### src/rtl/fir_pkg.sv
// Shared types and helpers for the programmable N-tap FIR stream filter.
package fir_pkg;

    localparam logic MODE_FIR = 1'b0;
    localparam logic MODE_SUM = 1'b1;

    // Container wide enough for any supported coefficient index (up to 255 taps).
    localparam int FIR_ADDR_MAX_W = 8;
    typedef logic [FIR_ADDR_MAX_W-1:0] fir_coef_addr_t;

    function automatic int fir_acc_w(input int data_w, input int coef_w, input int taps);
        return data_w + coef_w + $clog2(taps);
    endfunction

endpackage

### src/rtl/fir_filter_pipe_if.sv
// Valid/ready stream bundle between the sample source, the FIR and the downstream DSP stage.
interface fir_filter_pipe_if #(
    parameter int DATA_W = 8
);
    logic              in_valid;
    logic              in_ready;
    logic [DATA_W-1:0] Din;
    logic              out_valid;
    logic              out_ready;
    logic [DATA_W-1:0] Dout;

    modport master (
        output in_valid, Din, out_ready,
        input  in_ready, out_valid, Dout
    );

    modport slave (
        input  in_valid, Din, out_ready,
        output in_ready, out_valid, Dout
    );
endinterface

### src/rtl/fir_coef_bank.sv
// TAPS x COEF_W coefficient registers, all reset to 1, with a single write port.
module fir_coef_bank
    import fir_pkg::*;
#(
    parameter int TAPS   = 4,
    parameter int COEF_W = 8
) (
    input  logic                     i_clk,
    input  logic                     i_rst_n,
    input  logic                     i_we,
    input  logic [$clog2(TAPS)-1:0]  i_addr,
    input  logic [COEF_W-1:0]        i_wdata,
    output logic [TAPS*COEF_W-1:0]   o_coef
);

    logic [COEF_W-1:0] r_coef [TAPS];
    fir_coef_addr_t    w_addr;

    assign w_addr = fir_coef_addr_t'(i_addr);

    // Out-of-range indices can only occur when TAPS is not a power of two; they are dropped.
    always_ff @(posedge i_clk or negedge i_rst_n) begin
        if (!i_rst_n) begin
            for (int i = 0; i < TAPS; i++) r_coef[i] <= COEF_W'(1);
        end else if (i_we && (w_addr < fir_coef_addr_t'(TAPS))) begin
            r_coef[i_addr] <= i_wdata;
        end
    end

    for (genvar g = 0; g < TAPS; g++) begin : g_flat
        assign o_coef[g*COEF_W +: COEF_W] = r_coef[g];
    end

endmodule

### src/rtl/fir_filter_pipe.sv
// Two-stage pipelined FIR / moving-sum filter on a valid/ready stream.
// Define FIR_SAT_EN to clip the scaled output to DATA_W bits and expose sat_flag; otherwise the output wraps.
module fir_filter_pipe
    import fir_pkg::*;
#(
    parameter int DATA_W = 8,
    parameter int COEF_W = 8,
    parameter int TAPS   = 4,
    parameter int RSHIFT = 0
) (
    input  logic                    CLK,
    input  logic                    reset,
    fir_filter_pipe_if.slave        io,
    input  logic                    mode,
    input  logic                    coef_we,
    input  logic [$clog2(TAPS)-1:0] coef_addr,
    input  logic [COEF_W-1:0]       coef_wdata,
    input  logic                    flush
`ifdef FIR_SAT_EN
    ,
    output logic                    sat_flag
`endif
);

    localparam int PROD_W = DATA_W + COEF_W;
    localparam int ACC_W  = fir_acc_w(DATA_W, COEF_W, TAPS);

`ifdef FIR_SAT_EN
    function automatic logic f_clip(input logic [ACC_W-1:0] acc);
        return (acc >> RSHIFT) > ACC_W'({DATA_W{1'b1}});
    endfunction

    function automatic logic [DATA_W-1:0] f_scale(input logic [ACC_W-1:0] acc);
        return f_clip(acc) ? '1 : DATA_W'(acc >> RSHIFT);
    endfunction
`else
    function automatic logic [DATA_W-1:0] f_scale(input logic [ACC_W-1:0] acc);
        return DATA_W'(acc >> RSHIFT);
    endfunction
`endif

    logic [DATA_W-1:0]      r_tap_p0 [TAPS];
    logic [PROD_W-1:0]      r_prod_p1 [TAPS];
    logic                   r_vld_p0;
    logic                   r_vld_p1;
    logic                   r_vld_p2;
    logic [DATA_W-1:0]      r_dout_p2;
`ifdef FIR_SAT_EN
    logic                   r_sat_p2;
`endif
    logic [TAPS*COEF_W-1:0] w_coef;
    logic [PROD_W-1:0]      w_prod [TAPS];
    logic [ACC_W-1:0]       w_acc;
    logic                   w_stall;
    logic                   w_accept;

    fir_coef_bank #(
        .TAPS   (TAPS),
        .COEF_W (COEF_W)
    ) u_coef_bank (
        .i_clk   (CLK),
        .i_rst_n (reset),
        .i_we    (coef_we),
        .i_addr  (coef_addr),
        .i_wdata (coef_wdata),
        .o_coef  (w_coef)
    );

    assign w_stall     = r_vld_p2 & ~io.out_ready;
    assign w_accept    = io.in_valid & ~w_stall;
    assign io.in_ready = ~w_stall;
    assign io.out_valid = r_vld_p2;
    assign io.Dout      = r_dout_p2;
`ifdef FIR_SAT_EN
    assign sat_flag     = r_sat_p2;
`endif

    always_comb begin
        for (int i = 0; i < TAPS; i++) begin
            w_prod[i] = (mode == MODE_SUM) ? PROD_W'(r_tap_p0[i])
                      : PROD_W'(r_tap_p0[i]) * PROD_W'(w_coef[i*COEF_W +: COEF_W]);
        end
    end

    always_comb begin
        w_acc = '0;
        for (int i = 0; i < TAPS; i++) w_acc = w_acc + ACC_W'(r_prod_p1[i]);
    end

    always_ff @(posedge CLK or negedge reset) begin
        if (!reset) begin
            for (int i = 0; i < TAPS; i++) begin
                r_tap_p0[i]  <= '0;
                r_prod_p1[i] <= '0;
            end
            r_vld_p0  <= 1'b0;
            r_vld_p1  <= 1'b0;
            r_vld_p2  <= 1'b0;
            r_dout_p2 <= '0;
`ifdef FIR_SAT_EN
            r_sat_p2  <= 1'b0;
`endif
        end else if (flush) begin
            for (int i = 0; i < TAPS; i++) begin
                r_tap_p0[i]  <= '0;
                r_prod_p1[i] <= '0;
            end
            r_vld_p0 <= 1'b0;
            r_vld_p1 <= 1'b0;
            r_vld_p2 <= 1'b0;
        end else if (!w_stall) begin
            // p0: delay line shifts only on an accepted sample
            if (w_accept) begin
                r_tap_p0[0] <= io.Din;
                for (int i = 1; i < TAPS; i++) r_tap_p0[i] <= r_tap_p0[i-1];
            end
            r_vld_p0 <= w_accept;
            // p1: products
            for (int i = 0; i < TAPS; i++) r_prod_p1[i] <= w_prod[i];
            r_vld_p1 <= r_vld_p0;
            // p2: sum and scale; Dout only moves on a real sample
            r_vld_p2 <= r_vld_p1;
            if (r_vld_p1) begin
                r_dout_p2 <= f_scale(w_acc);
`ifdef FIR_SAT_EN
                r_sat_p2  <= f_clip(w_acc);
`endif
            end
        end
    end

endmodule
### src/flat_wrapper.sv
// flat-port wrapper written by rule: the top's interface ports become plain ports
module fir_filter_pipe_flat import fir_pkg::*;
#(
    parameter int DATA_W = 8,
    parameter int COEF_W = 8,
    parameter int TAPS   = 4,
    parameter int RSHIFT = 0
)
  (CLK, reset, mode, coef_we, coef_addr, coef_wdata, flush, io_in_valid, io_Din, io_out_ready, io_in_ready, io_out_valid, io_Dout);
  fir_filter_pipe_if #(.DATA_W(DATA_W)) io_i ();
  input  logic CLK;
  input  logic reset;
  input  logic mode;
  input  logic coef_we;
  input  logic [$clog2(TAPS)-1:0] coef_addr;
  input  logic [COEF_W-1:0] coef_wdata;
  input  logic flush;
  input wire logic [$bits(io_i.in_valid)-1:0] io_in_valid;
  input wire logic [$bits(io_i.Din)-1:0] io_Din;
  input wire logic [$bits(io_i.out_ready)-1:0] io_out_ready;
  output wire logic [$bits(io_i.in_ready)-1:0] io_in_ready;
  output wire logic [$bits(io_i.out_valid)-1:0] io_out_valid;
  output wire logic [$bits(io_i.Dout)-1:0] io_Dout;
  assign io_i.in_valid = io_in_valid;
  assign io_i.Din = io_Din;
  assign io_i.out_ready = io_out_ready;
  assign io_in_ready = io_i.in_ready;
  assign io_out_valid = io_i.out_valid;
  assign io_Dout = io_i.Dout;
  fir_filter_pipe #(.DATA_W(DATA_W), .COEF_W(COEF_W), .TAPS(TAPS), .RSHIFT(RSHIFT)) u_core (.CLK(CLK), .reset(reset), .io(io_i), .mode(mode), .coef_we(coef_we), .coef_addr(coef_addr), .coef_wdata(coef_wdata), .flush(flush));
endmodule
### config.mk
export PLATFORM = sky130hd
export DESIGN_NAME = fir_filter_pipe_flat
export DESIGN_NICKNAME = d
export VERILOG_FILES = /design/src/rtl/fir_pkg.sv /design/src/rtl/fir_filter_pipe_if.sv /design/src/rtl/fir_coef_bank.sv /design/src/rtl/fir_filter_pipe.sv /design/src/flat_wrapper.sv
export SDC_FILE = /design/constraint.sdc
export NUM_CORES = 1
export LEC_CHECK = 0
export CAP_MARGIN = 30
export CORE_AREA = 2 2 148 150
export CTS_BUF_LIST = sky130_fd_sc_hd__clkbuf_16
export DETAILED_ROUTE_END_ITERATION = 6
export DIE_AREA = 0 0 150 152
export GPL_TIMING_DRIVEN = 0
export SLEW_MARGIN = 5
export SYNTH_ARGS = -nofsm -noshare
export SYNTH_HDL_FRONTEND = slang
export SYNTH_SLANG_ARGS = --single-unit
### constraint.sdc
create_clock -name CLK -period 6.6 [get_ports CLK]
set_input_delay 0.66 -clock CLK [delete_from_list [all_inputs] [get_ports CLK]]
set_output_delay 0.66 -clock CLK [all_outputs]
set_load 0.1 [all_outputs]
==> results.toml, run 1 <==
[finish]
n_antenna_cell = 0
post-route-util_pct = 43.8
final_common_cell = "dfrtp_1"
fill_cells = 2148
syn_to_final_growth_pct = 12.1
layout.cells.non_filler = 1143
post_route_cells_drive_above_1_share_pct = 7.42
layout.cells.most_common_list = "103 x dfrtp_1, 99 x inv_1, 91 x nand2_1, 81 x and2_1, 71 x ha_1"
final_nets = 1016

[routing]
routed-via-count = 5674
routed_length_per_placed_instance_um = 16.9
dr_drc_count = 0
first_pass_iters = 5
detail_route.wirelength_um = 19300
drc_marker_count_from_the_first_detailed_route_iteration = 303
ant_nets = 0
via_per_inst = 4.96

[synth]
synth_nets = 971
postSynthAreaPerCell_um2 = 10.3
dominant_combinational_cell_family_by_area_after_synthesis = "adder cells"
post_synth_mux_area_share_pct = 6.50
synthSimpleGateAreaFrac_pct = 12.5
synth_compound_gate_area_share_pct = 9.55
synth_area_um2 = 8350
synth_warnings = 0
synth_adder_area_share_pct = 25.5
netlist_instances = 813
postSynthRegisterBits = 107
synth_xor_xnor_area_share_pct = 7.85
synth.yosys.seq_area_share_pct = 32.1
synth.distinct_cells = 37

[sta]
final-setup-viol-count = 0
rsz0062_at_grt = "no"
timing_max_transition_violations_final = 0
period_share_pct = 66.5
clock-skew-final_ns = 0.00677
fin_crit_ns = 4.39
setup_ws_ns = 2.21
finalHoldViolCount = 0
setup_total_negative_slack_ns = 0
timing_worst_slew_pin_value_ns = 0.983
slew_headroom_pct = 34.2
max_clock_freq_mhz = 228

[setup_path]
timing.critical_path.to_type = "register"
timing.reg2reg.worst_path_depth = 14
timing.rr.end = "u_core.r_prod_p1[55]"
reg2reg_setup_slack_ns = 2.21
critical_path_arrival_ns = 4.61
timing.critical_path.fanout_max = 9
critical_path_start_type = "register"
endpoint = "u_core.r_prod_p1[55]"
timing.rr.start = "u_core.r_tap_p0[26]"
crit_start = "u_core.r_tap_p0[26]"
timing.critical_path.required_ns = 6.82
critical_path_class = "reg2reg"

[global_route]
grt_max_degree = 71
number_of_antenna_violations_at_the_first_check_in_global_routing = 0
first_global_vias = 5932
globalRoute.totalOverflow = 0
grtUsageTotal_pct = 18.4
wire_length_of_the_first_global_routing_pass_um = 32300

[die]
floorplan.die_area_um2 = 22800
die_x_um = 150
io_pins = 35
height_of_the_die_um = 152
standard_cell_core_area_um2 = 21400
placementRows = 54
floorplan.initialDensity_pct = 39.1

[power_and_ir_drop]
leak_pwr_uw = 0.00453
power_per_cell_area_nw_per_um2 = 193
max-vdd-ir-drop_v = 0.000127

[cts]
cts_made_buffers = 9
clk_pin_slew_worst_paths_ns = 0.07
postCtsSetupBuffers = 0
hold_fix_buffers_cts = 0
clock-sinks = 107
max-clock-path-buffers = 2
cts.repair.resized = 0
cts_tree = "yes"
clockRootBuffer = "clkbuf_16"
clock_latency_ns = 0.36
cts_htree_levels = 3

[hold_path]
class_of_the_worst_hold_path = "in2async"

[run]
number_of_maximum_capacitance_constraint_violations = 0

[placement]
gp_routability_congestion = 0.805
port_buffers = 33
dp_hpwl_um = 14900
place.detailed.instances = 1127
worst_slack_placed_ns = 2.25

[run_status]
result_of_the_run = "completed"
[synthesized netlist by cell type]
master | n | area [µm²]
nand3b_1 | 2 | 15.0
nor2b_1 | 2 | 12.5
mux2i_1 | 16 | 160
o211ai_1 | 10 | 75.1
and2_1 | 81 | 507
ha_1 | 71 | 888
o21ai_0 | 16 | 80.1
dfstp_2 | 4 | 105
buf_1 | 2 | 7.51
fa_1 | 62 | 1240
nand2_1 | 91 | 342
nor2_1 | 24 | 90.1
nand3_1 | 2 | 10.0
a21o_1 | 9 | 67.6
xnor3_1 | 5 | 113
a21oi_1 | 27 | 135
inv_1 | 99 | 372
a22o_2 | 1 | 10.0
nor3b_2 | 1 | 12.5
nor3b_1 | 3 | 22.5
and3_1 | 1 | 6.26
a211oi_2 | 1 | 12.5
xnor2_1 | 49 | 429
xor2_1 | 13 | 114
or3_1 | 1 | 6.26
a41oi_1 | 1 | 8.76
a211oi_1 | 15 | 113
buf_2 | 3 | 15.0
o41ai_1 | 2 | 17.5
dfrtp_1 | 103 | 2580
a22o_1 | 30 | 263
mux2_2 | 34 | 383
nand2b_1 | 1 | 6.26
o21a_1 | 1 | 7.51
clkbuf_1 | 27 | 101
o31ai_1 | 1 | 7.51
and2_2 | 2 | 15.0
[power by group]
group | internal [µW] | switching [µW]
clock network | 297 | 255
logic | 175 | 265
registers | 725 | 88.8
[worst max-delay path: stages (launching register included)]
cell,delay [ns]
dfrtp_1,0.33
clkbuf_1,0.40
nand2_1,0.14
fa_1,0.44
fa_1,0.54
inv_1,0.05
fa_1,0.47
inv_1,0.05
fa_1,0.42
xor2_1,0.18
xnor3_1,0.32
xnor3_1,0.40
xnor3_1,0.22
mux2i_1,0.20
a211oi_2,0.09
[sequential cells by signal, indices dropped and copies added, names as in the netlist]
register	flops
u_core.io.Dout	8
u_core.r_tap_p0	32
u_core.r_prod_p1	32
u_core.r_vld_p0	1
u_core.r_vld_p1	1
u_core.u_coef_bank.o_coef	32
u_core.io.out_valid	1
[area by class of cell]
type / instances / area, µm² / area share, %
Multi-Input combinational cell: 575 / 5170 / 55.2
Sequential cell: 107 / 2680 / 28.7
Inverter: 99 / 372 / 3.97
Timing Repair Buffer: 34 / 359 / 3.84
Tap cell: 280 / 350 / 3.74
Clock buffer: 9 / 225 / 2.41
Buffer: 32 / 124 / 1.32
Clock inverter: 7 / 77.6 / 0.829
[per-stage QoR]
step	hold WS [ns]	instance area [µm²]	total power, µW
after floorplan	0.364	8350	1110
after global placement	0.464	9030	1270
after detailed placement	0.470	9060	1270
after CTS	0.209	9360	1830
after global routing	0.222	9360	1910
final	0.200	9360	1810
[routing by layer]
metal / GRT usage [%] / vias up / share of wire (%)
met5: 0 / - / 0
met4: 3.41 / 0 / 1.1
met3: 3.69 / 16 / 4.1
met2: 29.2 / 108 / 47
met1: 26.3 / 2794 / 48
li1: - / 2756 / -
[cells by family after synthesis]
logic type               Yosys count
flip-flops                       107
AND/OR/NAND/NOR                  211
adder cells (fa/ha/maj)          133
buffers and inverters            131
XOR/XNOR                          67
AO/OA/AOI/OAI                    114
multiplexers                      50
[worst min path at each step]
stage	endpoint	start
global placement	u_core.io.Dout[3]	u_core.io.Dout[3]
detailed placement	u_core.io.Dout[5]	u_core.io.Dout[5]
CTS	u_core.io.Dout[3]	reset
global route	u_core.io.Dout[3]	reset
finish	u_core.io.Dout[3]	reset
floorplan	u_core.io.Dout[0]	reset
Power figures use the tool's default switching activity.
==> inputs of run 2 (changes only) <==
Clock period 6.6 ns to 4 ns, I/O delays scaled along.
==> run 2 against run 1 <==
Effect of this change:
- die area stayed put
- cell count is 1.3% higher
- worst hold slack better by 0.28 ns
- first-iteration DRC count is 6.3% higher
- non-clock buffer count is 15 higher
- global-route usage is 0.086 points higher
- setup slack worse by 2.1 ns
- register-to-register slack worse by 2.1 ns
- critical path depth is 1 lower
- largest cell class unchanged
- largest power group unchanged
- highest routed layer unchanged
==> results.toml, run 2 (synthesis gave the netlist of run 1 again) <==
[sta]
slew_headroom_pct = 34.2
fin_crit_ns = 3.85
setup_total_negative_slack_ns = 0
period_share_pct = 96.2
timing_worst_slew_pin_value_ns = 0.983
clock-skew-final_ns = 0.00887
max_clock_freq_mhz = 260
final-setup-viol-count = 0
timing_max_transition_violations_final = 0
finalHoldViolCount = 0

[power_and_ir_drop]
total_switching_power_uw = 1010
power.sequential.fraction_pct = 44.8
share_comb_of_total_power_pct = 25.0
swShare_pct = 33.7
max-vdd-ir-drop_v = 0.000211
power.share.clock_pct = 30.2
power_per_cell_area_nw_per_um2 = 314
p_int_uw = 2000
leak_pwr_uw = 0.00459

[global_route]
number_of_antenna_violations_at_the_first_check_in_global_routing = 0
first_global_vias = 5957
globalRoute.totalOverflow = 0
grtUsageTotal_pct = 18.5
grt_max_degree = 71
wire_length_of_the_first_global_routing_pass_um = 32400

[run_status]
result_of_the_run = "completed"

[finish]
syn_to_final_growth_pct = 14.9
layout.cells.most_common_list = "98 x inv_1, 91 x nand2_1, 83 x dfrtp_1, 77 x and2_1, 68 x ha_1"
n_antenna_cell = 0
post_route_cells_drive_above_1_share_pct = 13.3
post-route-util_pct = 44.9
final_nets = 1031
final_cell_area_um2 = 9600
layout.cells.non_filler = 1158
final_common_cell = "inv_1"

[die]
height_of_the_die_um = 152
floorplan.die_area_um2 = 22800
standard_cell_core_area_um2 = 21400
placementRows = 54
io_pins = 35
die_x_um = 150
floorplan.initialDensity_pct = 39.1

[cts]
clock-sinks = 107
clk_pin_slew_worst_paths_ns = 0.07
clockRootBuffer = "clkbuf_16"
max-clock-path-buffers = 2
cts_htree_levels = 3
clock_latency_ns = 0.36
cts_tree = "yes"
cts_made_buffers = 9

[setup_path]
critical_path_arrival_ns = 4.07
timing.critical_path.fanout_max = 5
timing.critical_path.required_ns = 4.22
crit_start = "u_core.u_coef_bank.o_coef[28]"
timing.reg2reg.worst_path_depth = 13
reg2reg_setup_slack_ns = 0.15
timing.critical_path.to_type = "register"
endpoint = "u_core.r_prod_p1[7]"
timing.rr.start = "u_core.u_coef_bank.o_coef[28]"
timing.rr.end = "u_core.r_prod_p1[7]"
critical_path_class = "reg2reg"
critical_path_start_type = "register"

[placement]
gp_routability_congestion = 0.805
place.detailed.instances = 1127
port_buffers = 33
dp_hpwl_um = 14900
dpl_cell_area_um2 = 9060

[routing]
drc_marker_count_from_the_first_detailed_route_iteration = 322
routed-via-count = 5738
dr_drc_count = 0
ant_nets = 0
routed_length_per_placed_instance_um = 16.9
detail_route.wirelength_um = 19600
first_pass_iters = 5
via_per_inst = 4.96

[run]
number_of_maximum_capacitance_constraint_violations = 0

[hold_path]
class_of_the_worst_hold_path = "in2reg"
==> run 2: cell types whose count changed in the layout (fill, tap and decap cells not counted), moves of 2 or more <==
cell      delta
dfrtp_1     -20
buf_4       +18
a21oi_1      -2
ha_4         +3
and2_4       +4
and2_1       -4
fa_2         +3
dfrtp_2     +20
fa_1         -3
a21oi_2      +2
ha_1         -3
clkbuf_1     -5
==> run 2: area by class of cell <==
| class | instances | area [µm²] |
|---|---|---|
| Buffer | 27 | 114 |
| Clock buffer | 9 | 225 |
| Clock inverter | 7 | 77.6 |
| Fill cell | 2116 | 11800 |
| Inverter | 99 | 372 |
| Multi-Input combinational cell | 575 | 5240 |
| Sequential cell | 107 | 2710 |
| Tap cell | 280 | 350 |
| Timing Repair Buffer | 54 | 509 |
==> run 2: power groups by stage <==
stage	sequential (µW)	combinational (µW)	clock, µW
after floorplan	1450	387	0
after global placement	1370	723	0
after detailed placement	1370	733	0
after CTS	1350	743	934
after global routing	1370	839	984
final	1350	754	910
==> run 2: repair_timing <==
item / in CTS / in global routing
hold buffers: 1 / 0
endpoints found under the hold margin: 35 / 0
pin swaps: 3 / 12
resized for setup: 16 / 21
buffers inserted: 7 / 12
setup endpoints to repair: 3 / 4
==> run 2: per-stage QoR <==
step	hold WS (ns)	total power, µW	worst slack, ns
after global placement	0.464	2090	-1.79
after detailed placement	0.333	2100	-0.351
after global routing	0.495	3190	-0.00619
after floorplan	0.104	1840	0.0201
final	0.477	3010	0.152
after CTS	0.470	3020	0.00845
==> run 2: worst min-delay path by stage <==
| stage | to | cells past startpoint | slack [ns] | start |
|---|---|---|---|---|
| final | u_core.r_prod_p1[7] | 4 | 0.48 | mode |
| after global routing | u_core.r_prod_p1[7] | 4 | 0.49 | mode |
| after CTS | u_core.r_prod_p1[7] | 4 | 0.47 | mode |
| after detailed placement | u_core.io.Dout[3] | 1 | 0.33 | reset |
| after global placement | u_core.io.Dout[3] | 2 | 0.46 | u_core.io.Dout[3] |
| after floorplan | u_core.io.Dout[0] | 0 | 0.10 | reset |
==> run 2: routing by layer <==
layer | global-route usage, % | wire (µm)
met5 | 0 | 0
met4 | 3.41 | 236
met3 | 3.69 | 864
met2 | 29.4 | 9130
met1 | 26.4 | 9360
==> run 2: worst max-delay path, cell delays in order (launching register included) <==
cell,delay (ns)
dfrtp_2,0.44
and2_4,0.17
fa_1,0.40
inv_1,0.07
fa_1,0.43
fa_1,0.48
fa_1,0.51
inv_1,0.07
ha_4,0.24
a21oi_2,0.14
xnor3_1,0.23
xnor3_1,0.24
o211ai_1,0.20
a21oi_1,0.09
==> inputs of run 3 (changes only) <==
Clock period 4 ns to 3.8 ns, I/O delays scaled along.
==> run 3 against run 2 <==
Effect of this change:
- via count is 2.1% higher
- clock power shrank 2.2%
- non-clock buffer count increased by 10
- wire length rose by 1.9%
- setup slack got worse by 0.12 ns
- die area unchanged
- utilization grew 0.85 points
- worst hold slack got worse by 0.016 ns
==> results.toml, run 3 (synthesis gave the netlist of run 1 again) <==
[sta]
rsz0062_at_grt = "yes"
timing_worst_slew_pin_value_ns = 0.988
hold_slack_ns = 0.462
max_clock_freq_mhz = 266
finalHoldViolCount = 0
timing_max_transition_violations_final = 0
clock-skew-final_ns = 0.0138
slew_headroom_pct = 33.9
final-setup-viol-count = 0
fin_crit_ns = 3.77
setup_ws_ns = 0.0345
period_share_pct = 99.1

[global_route]
wire_length_of_the_first_global_routing_pass_um = 33000
number_of_antenna_violations_at_the_first_check_in_global_routing = 1
grt_max_degree = 79
globalRoute.totalOverflow = 0
grtUsageTotal_pct = 18.6
first_global_vias = 6109

[placement]
dp_hpwl_um = 15100
place.detailed.instances = 1127
gp_routability_congestion = 0.822
worst_slack_placed_ns = -0.277
dpl_cell_area_um2 = 9110
port_buffers = 33

[setup_path]
timing.rr.start = "u_core.r_tap_p0[2]"
timing.rr.end = "u_core.r_prod_p1[7]"
timing.reg2reg.worst_path_depth = 13
timing.critical_path.fanout_max = 6
critical_path_arrival_ns = 3.98
timing.critical_path.required_ns = 4.01
critical_path_class = "reg2reg"
timing.critical_path.to_type = "register"
critical_path_start_type = "register"
reg2reg_setup_slack_ns = 0.03

[finish]
n_antenna_cell = 0
final_nets = 1041
layout.cells.most_common_list = "92 x inv_1, 89 x nand2_1, 82 x dfrtp_1, 75 x and2_1, 61 x ha_1"
syn_to_final_growth_pct = 17.1
fill_cells = 2082
post_route_cells_drive_above_1_share_pct = 17.6
final_cell_area_um2 = 9780
layout.cells.non_filler = 1168
post-route-util_pct = 45.8
final_common_cell = "inv_1"
sequential_cell_area_um2 = 2710
multi_input_comb_area_um2 = 5350

[power_and_ir_drop]
leak_pwr_uw = 0.00462
max-vdd-ir-drop_v = 0.000219
power_per_cell_area_nw_per_um2 = 324

[die]
floorplan.die_area_um2 = 22800
standard_cell_core_area_um2 = 21400
placementRows = 54
floorplan.initialDensity_pct = 39.1
io_pins = 35
die_x_um = 150
height_of_the_die_um = 152

[cts]
clockRootBuffer = "clkbuf_16"
clk_pin_slew_worst_paths_ns = 0.08
cts_tree = "yes"
cts_htree_levels = 3
cts_made_buffers = 9
max-clock-path-buffers = 2
clock-sinks = 107
clock_latency_ns = 0.36

[routing]
first_pass_iters = 4
dr_drc_count = 0
drc_marker_count_from_the_first_detailed_route_iteration = 297
routed_length_per_placed_instance_um = 17.1
routed-via-count = 5857
ant_nets = 0
detail_route.wirelength_um = 20000
via_per_inst = 5.01

[run]
number_of_maximum_capacitance_constraint_violations = 0

[hold_path]
class_of_the_worst_hold_path = "in2async"

[run_status]
result_of_the_run = "completed"
[run 3: cell count changes in the layout (fill, tap and decap cells not counted), moves of 4 or more]
cell,previous run,this run
ha_1,68,61
inv_2,1,8
fa_2,3,11
fa_1,59,51
buf_4,18,27
inv_1,98,92
ha_4,3,7
[run 3: worst max-delay path by stage]
stage	startpoint	to	slack (ns)	cells after the start
final	u_core.r_tap_p0[2]	u_core.r_prod_p1[7]	0.03	13
after global routing	u_core.u_coef_bank.o_coef[27]	u_core.r_prod_p1[7]	-0.14	13
after CTS	u_core.r_tap_p0[2]	u_core.r_prod_p1[7]	-0.03	13
after detailed placement	u_core.r_tap_p0[27]	u_core.r_prod_p1[55]	-0.28	13
after global placement	reset	u_core.r_tap_p0[26]	-1.93	1
after floorplan	u_core.r_tap_p0[25]	u_core.r_prod_p1[55]	0.08	14
[run 3: timing repair]
action | in CTS | in global routing
setup buffers | 24 | 4
pin swaps | 24 | 18
endpoints found under the hold margin | 29 | 0
gates resized for setup | 34 | 29
endpoints found under the setup margin | 8 | 7
hold buffers | 1 | 0
[run 3: routing by layer]
| metal | up-vias | wire [µm] | GRT usage (%) |
|---|---|---|---|
| met3 | 24 | 878 | 3.54 |
| met1 | 2927 | 9260 | 26.5 |
| li1 | 2801 | - | - |
| met2 | 105 | 9410 | 29.2 |
| met5 | - | 0 | 0 |
| met4 | 0 | 414 | 4.99 |
[run 3: where the power goes]
group	leakage, µW	internal [µW]	switching [µW]
combinational	0.00311	357	503
sequential	0.00137	1260	153
clock	0.000142	450	441
[run 3: critical path, stage by stage (launching register included)]
cell	delay [ns]
dfrtp_2	0.46
and2_4	0.18
fa_2	0.37
inv_2	0.06
fa_1	0.42
fa_1	0.46
fa_1	0.51
inv_2	0.05
ha_4	0.21
a21oi_2	0.14
xnor3_1	0.23
xnor3_1	0.23
o211ai_1	0.22
a21oi_1	0.09
[run 3: area by class of cell]
cell class                 count  area share, %
buffer                        28           1.31
clock inverter                 7          0.537
multi-input combinational    575           54.7
sequential                   107           27.7
inverter                      99           3.80
tap                          280           3.58
timing repair buffer          63           6.03
clock buffer                   9           2.30
[run 3: stage by stage]
stage / setup TNS (ns) / power (µW)
floorplan: 0 / 1940
global placement: -200.92 / 2200
detailed placement: -1.10 / 2220
CTS: -0.0305 / 3170
global route: -0.216 / 3350
finish: 0 / 3170
